$ cat config.mk
export PLATFORM = sky130hd
export DESIGN_NAME = mux3_rr_arbiter
export DESIGN_NICKNAME = d
export VERILOG_FILES = /design/src/rtl/mux3_rr_arbiter_pkg.sv /design/src/rtl/mux3_rr_arbiter_mux.sv /design/src/rtl/mux3_rr_arbiter.sv
export SDC_FILE = /design/constraint.sdc
export NUM_CORES = 1
export LEC_CHECK = 0
export ABC_AREA = 0
export CAP_MARGIN = 15
export CORE_MARGIN = 1.5
export CORE_UTILIZATION = 30
export DETAILED_ROUTE_END_ITERATION = 6
export GPL_ROUTABILITY_DRIVEN = 0
export GPL_TIMING_DRIVEN = 0
export PLACE_DENSITY = 0.88
export SYNTH_ARGS = -nofsm -noshare
export SYNTH_HDL_FRONTEND = slang
export SYNTH_HIERARCHICAL = 1
export SYNTH_SLANG_ARGS = --single-unit
$ cat constraint.sdc
create_clock -name clk -period 2.75 [get_ports clk]
set_clock_uncertainty 0.2 [all_clocks]
set_input_delay 0.275 -clock clk [delete_from_list [all_inputs] [get_ports clk]]
set_output_delay 0.275 -clock clk [all_outputs]
set_load 0.01 [all_outputs]
$ cat src/rtl/mux3_rr_arbiter_pkg.sv
// Shared types and helpers for the three-way round-robin arbiter.
// Holds state encodings, the idle select code and pointer helpers.
package mux3_rr_arbiter_pkg;

   typedef enum logic {
      IDLE = 1'b0,
      OWN  = 1'b1
   } arb_state_e;

   localparam logic [1:0] SEL_IDLE = 2'b11;

   function automatic logic [1:0] inc3(input logic [1:0] x);
      return (x == 2'd2) ? 2'd0 : x + 2'd1;
   endfunction

   function automatic logic [2:0] onehot3(input logic [1:0] s);
      logic [2:0] m;
      m = 3'b000;
      case (s)
         2'd0:    m = 3'b001;
         2'd1:    m = 3'b010;
         2'd2:    m = 3'b100;
         default: m = 3'b000;
      endcase
      return m;
   endfunction

   // First requester at or after ptr, wrapping mod 3; SEL_IDLE if none.
   function automatic logic [1:0] rr_pick(
      input logic [2:0] req,
      input logic [1:0] ptr
   );
      logic [1:0] o1;
      logic [1:0] o2;
      o1 = inc3(ptr);
      o2 = inc3(o1);
      if (|(req & onehot3(ptr)))
         return ptr;
      else if (|(req & onehot3(o1)))
         return o1;
      else if (|(req & onehot3(o2)))
         return o2;
      else
         return SEL_IDLE;
   endfunction

endpackage

$ cat src/rtl/mux3_rr_arbiter_mux.sv
// Three-input data multiplexer for the arbiter's shared path.
// The idle select code drives an all-zero output.
module Multiplexer3to1 #(
   parameter int NBits = 32
) (
   input  logic [1:0]       sel,
   input  logic [NBits-1:0] d0,
   input  logic [NBits-1:0] d1,
   input  logic [NBits-1:0] d2,
   output logic [NBits-1:0] y
);

   always_comb begin
      y = '0;
      case (sel)
         2'b00:   y = d0;
         2'b01:   y = d1;
         2'b10:   y = d2;
         default: y = '0;
      endcase
   end

endmodule

$ cat src/rtl/mux3_rr_arbiter.sv
// Three-requester round-robin arbiter with bounded hold and muxed data.
// Grant, Selector and Out_Valid are registered from one next-owner decision.
module mux3_rr_arbiter
   import mux3_rr_arbiter_pkg::*;
#(
   parameter int NBits   = 32,
   parameter int MaxHold = 4
) (
   input  logic             clk,
   input  logic             reset,
   input  logic [2:0]       Request,
   input  logic [NBits-1:0] Data0,
   input  logic [NBits-1:0] Data1,
   input  logic [NBits-1:0] Data2,
   output logic [2:0]       Grant,
   output logic [1:0]       Selector,
   output logic [NBits-1:0] Out_Data,
   output logic             Out_Valid
);

   localparam logic [3:0] HOLD_LIM = 4'(MaxHold - 1);

   arb_state_e state_q;
   arb_state_e state_d;
   logic [1:0] sel_q;
   logic [1:0] sel_d;
   logic [1:0] next_q;
   logic [1:0] next_d;
   logic [3:0] cnt_q;
   logic [3:0] cnt_d;
   logic [2:0] grant_q;
   logic       valid_q;

   logic [2:0] own_mask;
   logic       own_req;
   logic       others;
   logic [1:0] pick;
   logic [1:0] rel_ptr;

   always_ff @(posedge clk or negedge reset) begin
      if (!reset) begin
         state_q <= IDLE;
         sel_q   <= SEL_IDLE;
         next_q  <= 2'd0;
         cnt_q   <= 4'd0;
         grant_q <= 3'b000;
         valid_q <= 1'b0;
      end else begin
         state_q <= state_d;
         sel_q   <= sel_d;
         next_q  <= next_d;
         cnt_q   <= cnt_d;
         grant_q <= onehot3(sel_d);
         valid_q <= (sel_d != SEL_IDLE);
      end
   end

   always_comb begin
      state_d  = state_q;
      sel_d    = sel_q;
      next_d   = next_q;
      cnt_d    = cnt_q;
      own_mask = onehot3(sel_q);
      own_req  = |(Request & own_mask);
      others   = |(Request & ~own_mask);
      rel_ptr  = inc3(sel_q);
      pick     = SEL_IDLE;
      unique case (state_q)
         IDLE: begin
            pick = rr_pick(Request, next_q);
            if (pick != SEL_IDLE) begin
               state_d = OWN;
               sel_d   = pick;
               cnt_d   = 4'd0;
            end
         end
         OWN: begin
            if (own_req && ((cnt_q < HOLD_LIM) || !others)) begin
               if (cnt_q < HOLD_LIM)
                  cnt_d = cnt_q + 4'd1;
            end else begin
               // Releasing owner drops to lowest priority for this pick.
               next_d = rel_ptr;
               pick   = rr_pick(Request, rel_ptr);
               cnt_d  = 4'd0;
               sel_d  = pick;
               if (pick == SEL_IDLE)
                  state_d = IDLE;
            end
         end
         default: begin
            state_d = IDLE;
            sel_d   = SEL_IDLE;
            cnt_d   = 4'd0;
         end
      endcase
   end

   assign Grant     = grant_q;
   assign Selector  = sel_q;
   assign Out_Valid = valid_q;

   Multiplexer3to1 #(
      .NBits(NBits)
   ) u_mux (
      .sel(sel_q),
      .d0 (Data0),
      .d1 (Data1),
      .d2 (Data2),
      .y  (Out_Data)
   );

endmodule

# After elaboration in Yosys (flattened, before gate mapping)
# Cells that the tools add are included.
# W data, S select, Z words.
dict set report word_totals {
  register_bits 13
  elab_cells 115
  inputBits 101
  output_inout_bits 38
}
dict set report classes {
  magnitude_cmp 1
  n_reduce_logical 21
  bitwise_logic 11
  n_eq_ne 21
  n_mux 49
  addsub 6
}
# cell n
set op_table {}
lappend op_table {{$pmux W32 S3} 1}
lappend op_table {{$pmux W3 S3} 8}
lappend op_table {{$mux W3} 15}
lappend op_table {{$mux W2} 16}
lappend op_table {{$and A3 B3 Y3} 8}
lappend op_table {{$reduce_or A3 Y1} 8}
lappend op_table {{$eq A2 B2 Y1 const B} 9}
lappend op_table {{$eq A2 B1 Y1 const B} 8}
lappend op_table {{$logic_not A2 Y1} 8}
lappend op_table {{$mux W4} 3}
lappend op_table {{$add A2 B1 Y2 const B} 5}
lappend op_table {{$pmux W4 S2} 1}
lappend op_table {{$ne A2 B2 Y1 const B} 3}
lappend op_table {{$add A4 B1 Y4 const B} 1}
lappend op_table {{$lt A4 B2 Y1 const B} 1}
lappend op_table {{$pmux W2 S2} 1}
lappend op_table {{$reduce_and A2 Y1} 2}
lappend op_table {{$mux W1} 3}
lappend op_table {{$ne A3 B3 Y1 const B} 1}
lappend op_table {{$not A3 Y3} 1}
lappend op_table {{$not A1 Y1} 2}
lappend op_table {{$pmux W1 S2} 1}
lappend op_table {{$logic_and A1 B1 Y1} 1}
lappend op_table {{$logic_not A1 Y1} 1}
lappend op_table {{$logic_or A1 B1 Y1} 1}

# Longest topological paths before layout
dict set report logic_depth {
  depth_word 32
  ltp_mapped 6
  depth_no_buf 6
}

# Hierarchy
# Netlist, hierarchy kept.
# mod seq_area_each_um2 cells_each instances area_each_um2
set by_module_without_submodules {}
lappend by_module_without_submodules {Multiplexer3to1 0.0 77 1 787.0}
lappend by_module_without_submodules {mux3_rr_arbiter 327.8 72 1 759.5}

# Worst setup path after synthesis
# OpenSTA, ideal clock, no wires.
dict set report synth_timing {
  kind {reg2reg}
  from {reg sel_q[1] (netlist: Selector[1])}
  to {reg next_q[0]}
  arrival_time_ps 1621
  synth_period_minus_slack_ps 1946
  path_stages_with_launch 6
  path_slack_ps 804
  path_buffers 1
  setup_ps 125
  t_required_ps 2425
  path_cell_list {dfstp_2 -> buf_4 -> mux2i_1 -> o21ai_4 -> a21oi_4 -> mux2_2}
}
dict set report synth_via {
  elab_chain_len 10
  word_cells_on_any_way 15
  cone_classes {eq/ne (2); mux (2); bitwise (4); reduce/logical (7)}
}
# item line
set synth_rtl {}
lappend synth_rtl {{start: declaration} mux3_rr_arbiter.sv:25} ;# logic [1:0] sel_q;
lappend synth_rtl {{start signal: assignment} mux3_rr_arbiter.sv:50} ;# sel_q <= sel_d;
lappend synth_rtl {{$eq A2 B2 Y1 (tied with other cells)} {mux3_rr_arbiter_pkg.sv:13, mux3_rr_arbiter_pkg.sv:19}}
lappend synth_rtl {{$pmux W3 S3} mux3_rr_arbiter_pkg.sv:19} ;# case (s)
lappend synth_rtl {{$not A3 Y3} mux3_rr_arbiter.sv:65} ;# others = |(Request & ~own_mask);
lappend synth_rtl {{$and A3 B3 Y3} mux3_rr_arbiter.sv:65}
lappend synth_rtl {{$reduce_or A3 Y1} mux3_rr_arbiter.sv:65}
lappend synth_rtl {{$logic_not A1 Y1} mux3_rr_arbiter.sv:78} ;# if (own_req && ((cnt_q < HOLD_LIM) || !others)) begin
lappend synth_rtl {{$logic_or A1 B1 Y1} mux3_rr_arbiter.sv:78}
lappend synth_rtl {{$logic_and A1 B1 Y1} mux3_rr_arbiter.sv:78}
lappend synth_rtl {{$not A1 Y1 (no source line)} --}
lappend synth_rtl {{$reduce_and A2 Y1 (no source line)} --}
lappend synth_rtl {{end signal: assignment} mux3_rr_arbiter.sv:51} ;# next_q <= next_d;
lappend synth_rtl {{end: declaration} mux3_rr_arbiter.sv:27} ;# logic [1:0] next_q;
# Several ways; a longest one is shown, not always the timed one.
# A chain may end at the register's enable or synchronous reset.

# Final worst setup path
dict set report layout_timing {
  from {reg sel_q[0] (netlist: Selector[0])}
  to {out Out_Data[21]}
}
dict set report layout_via {
  elab_chain_len 2
  word_cells_on_any_way 4
  cone_classes {eq/ne (2); mux (1); reduce/logical (1)}
}
# item line
set layout_rtl {}
lappend layout_rtl {{$eq A2 B2 Y1 (tied with other cells)} mux3_rr_arbiter_mux.sv:15} ;# case (sel)
lappend layout_rtl {{$pmux W32 S3 *} mux3_rr_arbiter_mux.sv:15}
lappend layout_rtl {{end: declaration} mux3_rr_arbiter.sv:17} ;# output logic [NBits-1:0] Out_Data,
# Every way passes the cells marked *; elsewhere a longest branch is shown, timed or not.

==> metrics.txt <==
status complete, no violations; Seq/Total Area, Yosys 21.20%; Mean Syn Cell Area 10.38 sq um; Post-Place Setup Slack roughly 0.35 ns; initial antenna violation count 0; CTS tree built; Setup TNS Final 0 ns; EDFF count, synth 0; P_leak 1.224 nW; # Post-CTS Setup Buffers 0; I/O pins 139; root buffer cell clkbuf_8; Worst Hold Class input pin to async pin; WL final ~6000 microns; Die Footprint 5594 sq um; Routed wire per std cell 16.92 microns; WS Path Type register to primary output; largest net degree at the start of global routing 14; DPL Wire Length 5107 microns; die width 74.80 microns; Chip Height 74.80 microns; fin nets 392; drt first-iter violations 44; Rel. slew slack 63.88%; PD cells 859.2 nW/um^2; WHS 0.1986 ns; CTS resizes 0; Mapped Area 1546 sq um; non-filler instance count after layout 356; FF-to-FF Start Selector[1]; share of the synthesized area in the top cell type 21.36%; Commonest cells post-synth mux2i_1 (33), o2bb2ai_1 (22), dfrtp_1 (11), buf_6 (10), o2bb2ai_2 (10); most common cell in the synthesized netlist mux2i_1; CP startpoint kind register; largest cells by area after synthesis mux2i_1 (21%), dfrtp_1 (18%), o2bb2ai_1 (12%); Yosys Warn Count 6; IO buf count 136; final setup vio count 0; Unique masters post-synth 43; DRC violations left 0; vias 1,754; crit-path max FO 10; vias in the first global route 1,697; worst r2r path cells 5; Worst-Skew Late Latency 0.23 ns; min Tclk post-route 2.664 ns; TritonRoute pass-1 iters 4; RSZ-0062 raised after global routing false; Max Freq 375.4 MHz; area leader, netlist mux2i_1; first-pass GRT wire length 8073 microns; #FFs+latches synth 13; CTS buffer count 3; Hold Vio Cnt, Final 0; syn nets 251; Post-Syn Instances 149; DRT antenna net count 0; Core Area 4848 sq um; Worst Setup End Kind primary output; area delta synth->final 96.36%; antenna fix cells 0; Least-Margin Pin Slew around 0.54 ns; number of max-cap violations 0; worst path required time roughly 2.3 ns; clock input transition at the sequential cells of the worst setup and hold paths 0.05 ns; share of cells above drive strength 1 15.22%; post-cts hold buffer count 0; Max clock buf depth 2; # fillers approximately 410; Overflow after GRT 0; FP Rows 25; R2R setup slack 0.68 ns; Peak VDD IR between 0.5 and 0.6 mV; RR Endpoint next_q[0]; CTS Sinks 13; gr usage total about 19%; share of flip-flops with an asynchronous set or reset 100.0%; Main synth FF type dfrtp_1; fin crit share slightly below 100%; Placed Cells incl. Taps 352; vias per cell 4.927; Final WS setup 0.08642 ns; number of H-tree levels 1; Slew Limit Fails 0; Starting Density 31.90%; WP data arrival 2.19 ns; Tot Pwr 2.609 mW
[state kept, by name (all words and copies together) (netlist names)]
signal	cells
cnt_q	4
Grant	3
Selector	2
next_q	2
Out_Valid	1
state_q	1
[cells in the final DEF, fill, tap and decap left out, types with 2 or more instances in the layout]
master	netlist	routed
inv_1	3	3
mux2i_1	33	33
o21ai_0	3	3
buf_4	2	2
nand2b_1	2	2
nand3_1	2	2
a21oi_1	3	3
clkbuf_1	2	3
nand2_1	6	6
o2bb2ai_1	22	22
clkdlybuf4s50_1	0	136
nor2_1	7	7
mux2_2	2	2
dfrtp_1	11	11
dfstp_2	2	2
buf_6	10	10
a211o_2	2	2
and2_1	2	2
o2bb2ai_2	10	10
clkbuf_8	0	3
[per-layer routing]
layer  global-route usage [%]  wire [microns]  vias to the layer above
li1                         -               -                      859
met1                    20.80            2202                      812
met2                    34.72            3103                       71
met3                    4.150             560                       12
met4                    5.859             159                        0
met5                        0               0                        -
[power by group]
group / switching [mW] / internal (mW) / total, mW
logic: 0.934 / 1.17 / 2.11
clock network: 0.0573 / 0.102 / 0.159
registers: 0.0695 / 0.272 / 0.342
[logic make-up after synthesis]
kind of cell	count (synthesis)	share of synthesized area, %
flip-flops	13	21.20
buffers and inverters	18	9.789
adder cells (fa/ha/maj)	2	1.537
AND/OR/NAND/NOR	28	10.60
multiplexers	35	22.82
AO/OA/AOI/OAI	53	34.06
[critical path, stage by stage (launching register included)]
cell and delay, ns:
dfstp_2 0.65, buf_4 0.19, nor2b_4 0.14, buf_6 0.12, buf_6 0.14, o2bb2ai_1 0.13, clkdlybuf4s50_1 0.59
[area by class of cell]
class | count | area (sq um) | share of cell area [%]
timing repair buffer | 136 | 1361 | 44.83
multi-input combinational | 118 | 1067 | 35.15
sequential | 13 | 327.8 | 10.80
buffer | 15 | 140.1 | 4.615
tap | 67 | 83.83 | 2.761
clock buffer | 4 | 45.04 | 1.483
inverter | 3 | 11.26 | 0.3708
[through the flow]
| step | utilization, % | area (sq um) |
|---|---|---|
| after floorplan | - | 1546 |
| after global placement | 61.70 | 2992 |
| after detailed placement | 61.70 | 2992 |
| after CTS | 62.63 | 3037 |
| after global routing | 62.63 | 3037 |
| final | 62.63 | 3037 |
[how the worst max path moves through the flow]
stage                      startpoint           end  slack [ns]  depth (start not counted)
after floorplan           Selector[1]     next_q[0]        0.80                          5
after global placement    Selector[0]   Out_Data[8]        0.37                          6
after detailed placement  Selector[0]  Out_Data[21]        0.35                          6
after CTS                 Selector[0]  Out_Data[21]        0.09                          6
after global routing      Selector[0]  Out_Data[10]      0.0003                          6
final                     Selector[0]  Out_Data[21]        0.09                          6
No activity file was read; power rests on OpenSTA's default activity.
